[config.mk]
export PLATFORM = sky130hd
export DESIGN_NAME = hello_rotator
export DESIGN_NICKNAME = d
export VERILOG_FILES = /design/src/rtl/hello_rotator.sv
export SDC_FILE = /design/constraint.sdc
export NUM_CORES = 1
export LEC_CHECK = 0
export BUFFER_PORTS_ARGS = -buffer_cell sky130_fd_sc_hd__buf_2
export CORE_MARGIN = 2
export CORE_UTILIZATION = 45
export DETAILED_ROUTE_END_ITERATION = 10
export MAX_ROUTING_LAYER = met4
export PLACE_DENSITY_LB_ADDON = 0.3
export RECOVER_POWER = 100
export SYNTH_ARGS = -nofsm -noshare
export SYNTH_HDL_FRONTEND = slang
export SYNTH_SLANG_ARGS = --single-unit
export TNS_END_PERCENT = 1
[constraint.sdc]
create_clock -name CLOCK_50 -period 2.96 [get_ports CLOCK_50]
set_input_delay 0.592 -clock CLOCK_50 [delete_from_list [all_inputs] [get_ports CLOCK_50]]
set_output_delay 0.592 -clock CLOCK_50 [all_outputs]
set_load 0.1 [all_outputs]
[src/rtl/hello_rotator.sv]
// Timed 3-bit rotation index (0..4) for the HELLO display character muxes.
// Supports free-running scroll, pause, direction, single-step and direct load.
module hello_rotator #(
  parameter int TICK_DIV = 50_000_000,
  parameter int CNT_W    = 26
) (
  input  logic       CLOCK_50,
  input  logic       Resetn,
  input  logic       Run,
  input  logic       Dir,
  input  logic       Step,
  input  logic       Load,
  input  logic [2:0] LoadVal,
  output logic [2:0] S,
  output logic       Tick
);

  localparam logic [2:0] ROT0 = 3'd0;
  localparam logic [2:0] ROT1 = 3'd1;
  localparam logic [2:0] ROT2 = 3'd2;
  localparam logic [2:0] ROT3 = 3'd3;
  localparam logic [2:0] ROT4 = 3'd4;

  localparam logic [CNT_W-1:0] CNT_LAST = CNT_W'(TICK_DIV - 1);

  logic [2:0]       s_q, s_d;
  logic [2:0]       s_adv;
  logic [2:0]       load_s;
  logic [CNT_W-1:0] cnt_q, cnt_d;
  logic             tick_q, tick_d;
  logic             step_q;
  logic             step_edge;
  logic             cnt_last;

  assign step_edge = Step & ~step_q;
  assign cnt_last  = (cnt_q == CNT_LAST);
  assign load_s    = (LoadVal > ROT4) ? ROT0 : LoadVal;

  // Unreachable codes 5..7 fall back to ROT0 so S can never leave 0..4.
  always_comb begin
    s_adv = ROT0;
    case (s_q)
      ROT0:    s_adv = Dir ? ROT4 : ROT1;
      ROT1:    s_adv = Dir ? ROT0 : ROT2;
      ROT2:    s_adv = Dir ? ROT1 : ROT3;
      ROT3:    s_adv = Dir ? ROT2 : ROT4;
      ROT4:    s_adv = Dir ? ROT3 : ROT0;
      default: s_adv = ROT0;
    endcase
  end

  always_comb begin
    s_d    = s_q;
    cnt_d  = cnt_q;
    tick_d = 1'b0;
    if (Load) begin
      s_d   = load_s;
      cnt_d = '0;
    end else if (Run) begin
      if (cnt_last) begin
        cnt_d  = '0;
        s_d    = s_adv;
        tick_d = 1'b1;
      end else begin
        cnt_d = cnt_q + CNT_W'(1);
      end
    end else if (step_edge) begin
      // Paused: prescaler holds so scrolling resumes mid-period.
      s_d    = s_adv;
      tick_d = 1'b1;
    end
  end

  always_ff @(posedge CLOCK_50) begin
    if (!Resetn) begin
      s_q    <= ROT0;
      cnt_q  <= '0;
      tick_q <= 1'b0;
      step_q <= 1'b0;
    end else begin
      s_q    <= s_d;
      cnt_q  <= cnt_d;
      tick_q <= tick_d;
      step_q <= Step;
    end
  end

  assign S    = s_q;
  assign Tick = tick_q;

endmodule
==> out/summary.txt <==
RUN STATUS
------------------------------------------------------------------------------------
Result of the run .....................................................    completed

CLOCKING
------------------------------------------------------------------------------------
Clock insertion delay at the later pin of the skew report .............      0.33 ns
Inserted Clock Buffers ................................................            5
Clock tree from TritonCTS .............................................        built
Number of hold buffers added after CTS ................................            0
Clock tree root driver cell ........................................... sky130_fd_sc_hd__clkbuf_4
Bufs on Longest Clock Path ............................................            2
H-tree depth ..........................................................            2
Post-CTS Setup Repair Bufs ............................................            0
Clock transition at the registers of the reported paths ...............      0.10 ns
Cts repair resizes ....................................................            0
Sinks on the clock net ................................................           31

WORST HOLD PATH
------------------------------------------------------------------------------------
Min-delay src .........................................................         Step
Worst hold path cell count ............................................            2
End of the worst hold path ............................................       step_q
Hold crit path type ...................................................    in -> reg

FLOORPLANNING
------------------------------------------------------------------------------------
Standard cell core area ...............................................     3340 um2
Starting utilization of the core area .................................        46.8%
Area enclosed by the die boundary .....................................     3950 um2
Num ports .............................................................           13
Width of the chip .....................................................      62.9 um
Count of standard-cell rows ...........................................           21
Die Y .................................................................      62.9 um

YOSYS
------------------------------------------------------------------------------------
Number of synthesized register bits ...................................           31
Yosys top cell area share .............................................        39.8%
Sequential share of the synthesized area ..............................        39.8%
Number of warnings reported in the yosys synthesis log ................            0
Share of flip-flops with an asynchronous set or reset after synthesis .           0%
Number of synthesized flops with an enable pin ........................            0
Biggest area consumer among synthesized cells ......................... sky130_fd_sc_hd__dfxtp_1
Number of standard cells after synthesis ..............................          177
Avg Cell Area, Syn ....................................................     8.81 um2
Most frequent cell after synthesis .................................... sky130_fd_sc_hd__dfxtp_1
Most common flop cell mapped by yosys ................................. sky130_fd_sc_hd__dfxtp_1
Ranking of synthesized cells by area .................................. sky130_fd_sc_hd__dfxtp_1, sky130_fd_sc_hd__xor2_1, sky130_fd_sc_hd__nor2_1
Total standard cell area after synthesis ..............................     1560 um2
Distinct cells, synth .................................................           40
Net count after synthesis .............................................          188
Leading cell types by count after synthesis ........................... sky130_fd_sc_hd__dfxtp_1, sky130_fd_sc_hd__nor2_1, sky130_fd_sc_hd__xor2_1

POWER AND IR DROP
------------------------------------------------------------------------------------
Leakage ...............................................................     0.580 nW
Total power per unit cell area ........................................   460 nW/um2
Worst-case vdd ir drop ................................................   0.000248 V

FINISH
------------------------------------------------------------------------------------
Fraction of final layout cells sized beyond drive strength 1 ..........        9.47%
Post-layout net count .................................................          200
Final cell utilization of the core ....................................        50.4%
Area growth syn-to-layout .............................................        7.86%
Count of inserted antenna diode cells .................................            0
Non-filler instance count after layout ................................          236

STA
------------------------------------------------------------------------------------
Final total negative setup slack ......................................         0 ns
Hold Fails Final Rpt ..................................................            0
Slew at the pin with the worst max-slew slack .........................      1.17 ns
Number of pins with negative max-slew slack in the final report .......            0
Final worst-path cycle share ..........................................        81.9%
Max-Slew Margin vs Limit ..............................................        22.6%
Maximum clock rate ....................................................    0.412 GHz
Number of setup violations in the final report ........................            0
Time the final worst path needs with I/O delays and setup .............      2.42 ns
Clock tree skew after final layout ....................................    0.0103 ns
Unrepaired setup endpoints after global routing .......................           no

GLOBAL ROUTE
------------------------------------------------------------------------------------
Largest net degree at the start of global routing .....................           25
Number of global-route vias before repair .............................         1186
Global-route wire length before repair ................................      5260 um
Initial antenna violation count .......................................            0
Total global routing overflow .........................................            0
GRT Util Overall ......................................................        17.2%

WORST SETUP PATH
------------------------------------------------------------------------------------
Critical path's top delay family ...................................... simple AND/OR/NAND/NOR gates
Number of buffers and inverters on the critical path ..................            0
Arrival time of data at the critical path endpoint ....................      2.65 ns
Critical path type ....................................................   reg -> reg
Element type at the critical path start ...............................    flip-flop
Critical Path, Cell by Cell ........................................... or4b_1 > or4_4 > o31ai_1 > o21ai_0 > o311a_1
Reg-to-reg critical path endpoint .....................................         S[0]
Data required, critical path ..........................................      3.19 ns
Maximum fanout encountered on the critical timing path ................            7
Element type at the critical path end .................................    flip-flop
Startpoint of the worst register-to-register path .....................     cnt_q[7]
Depth of the worst register-to-register path ..........................            5
Cell at the slowest stage of the critical path ........................ sky130_fd_sc_hd__o31ai_1
Slowest stage delay, CP ...............................................      0.58 ns
R2R Setup Slk .........................................................      0.54 ns

ROUTE
------------------------------------------------------------------------------------
Overall via count from detail_route ...................................         1280
Number of antenna-violating nets in the routed design .................            0
Number of DRC markers after the initial detailed-route iteration ......           39
Post-detailed-routing wire length .....................................      3070 um
Number of remaining DRC errors ........................................            0
Routed WL per cell ....................................................      13.0 um
Routed via count divided by cell count ................................         5.42
Drt first pass iters ..................................................            4

PLACE
------------------------------------------------------------------------------------
# placed instances ....................................................          228
IO buf count ..........................................................           12
Weighted congestion at the end of routability-driven global placement .        0.874
Half-perimeter wire length after placement ............................      2170 um

RUN
------------------------------------------------------------------------------------
Number of max-cap violations ..........................................            0

-- cell type report --
class	instances	area, um2
Fill cell	341	1650
Timing Repair Buffer	12	53.8
Inverter	1	3.75
Multi-Input combinational cell	138	878
Tap cell	46	57.6
Sequential cell	31	621
Clock buffer	8	68.8
-- through the flow --
step                      area, um2  power (mW)  hold WS (ns)  setup slack [ns]
after floorplan                1560       0.488         0.472             0.944
after global placement         1650       0.503         0.493             0.615
after detailed placement       1650       0.505         0.502             0.514
after CTS                      1720       0.785         0.472             0.878
after global routing           1680       0.806         0.465             0.375
final                          1680       0.774         0.479             0.535
-- power breakdown --
group          switching (mW)  internal [mW]
Sequential            0.00752          0.422
Combinational          0.0454         0.0190
Clock                   0.141          0.140
-- how the worst max path moves through the flow --
stage,from,to,cells past startpoint
final,cnt_q[7],S[0],5
after global routing,cnt_q[7],S[0],5
after CTS,Run,cnt_q[25],6
after detailed placement,Run,cnt_q[25],6
after global placement,Run,cnt_q[15],6
after floorplan,Run,cnt_q[0],6
-- worst register-to-register path, cell delays in order, from the launching register on --
cell	delay [ns]
sky130_fd_sc_hd__dfxtp_1	0.38
sky130_fd_sc_hd__or4b_1	0.52
sky130_fd_sc_hd__or4_4	0.54
sky130_fd_sc_hd__o31ai_1	0.58
sky130_fd_sc_hd__o21ai_0	0.17
sky130_fd_sc_hd__o311a_1	0.15
-- layout by cell type (no fill, tap or decap), drive strengths merged, types with 2 or more instances in the layout --
| cell | Yosys | layout |
|---|---|---|
| nand3 | 7 | 7 |
| nor4b | 2 | 2 |
| ha | 2 | 2 |
| xor2 | 15 | 15 |
| nor4 | 3 | 3 |
| and3 | 8 | 8 |
| a21oi | 2 | 2 |
| o31ai | 4 | 4 |
| and4 | 4 | 4 |
| nand2 | 13 | 13 |
| nand2b | 3 | 3 |
| or4 | 3 | 3 |
| dfxtp | 31 | 31 |
| o21ai | 3 | 3 |
| buf | 3 | 7 |
| nor2b | 4 | 4 |
| nor2 | 29 | 29 |
| nor3 | 2 | 2 |
| xnor2 | 12 | 12 |
| nand4 | 11 | 11 |
| clkbuf | 4 | 13 |
-- routing by layer --
metal	GRT usage [%]	vias to the layer above	part of all wire [%]
li1	-	645	-
met1	19.9	599	47
met2	28.5	31	46
met3	4.50	5	4.6
met4	6.67	0	2.0
met5	-	-	0
-- kinds of logic (layout without fill, tap and decap cells) --
kind of cell | Yosys count | count (layout) | share of synthesized area [%]
adder cells (fa/ha/maj) | 2 | 2 | 1.60
XOR/XNOR | 27 | 27 | 15.2
AND/OR/NAND/NOR | 95 | 95 | 34.1
AO/OA/AOI/OAI | 13 | 13 | 6.58
multiplexers | 1 | 1 | 0.642
buffers and inverters | 8 | 21 | 2.16
flip-flops | 31 | 31 | 39.8
-- flip-flops by register name, indices dropped and copies added (netlist names) --
name,cells
S,3
Tick,1
cnt_q,26
step_q,1
Note: power is estimated with default switching activity, not from simulation.
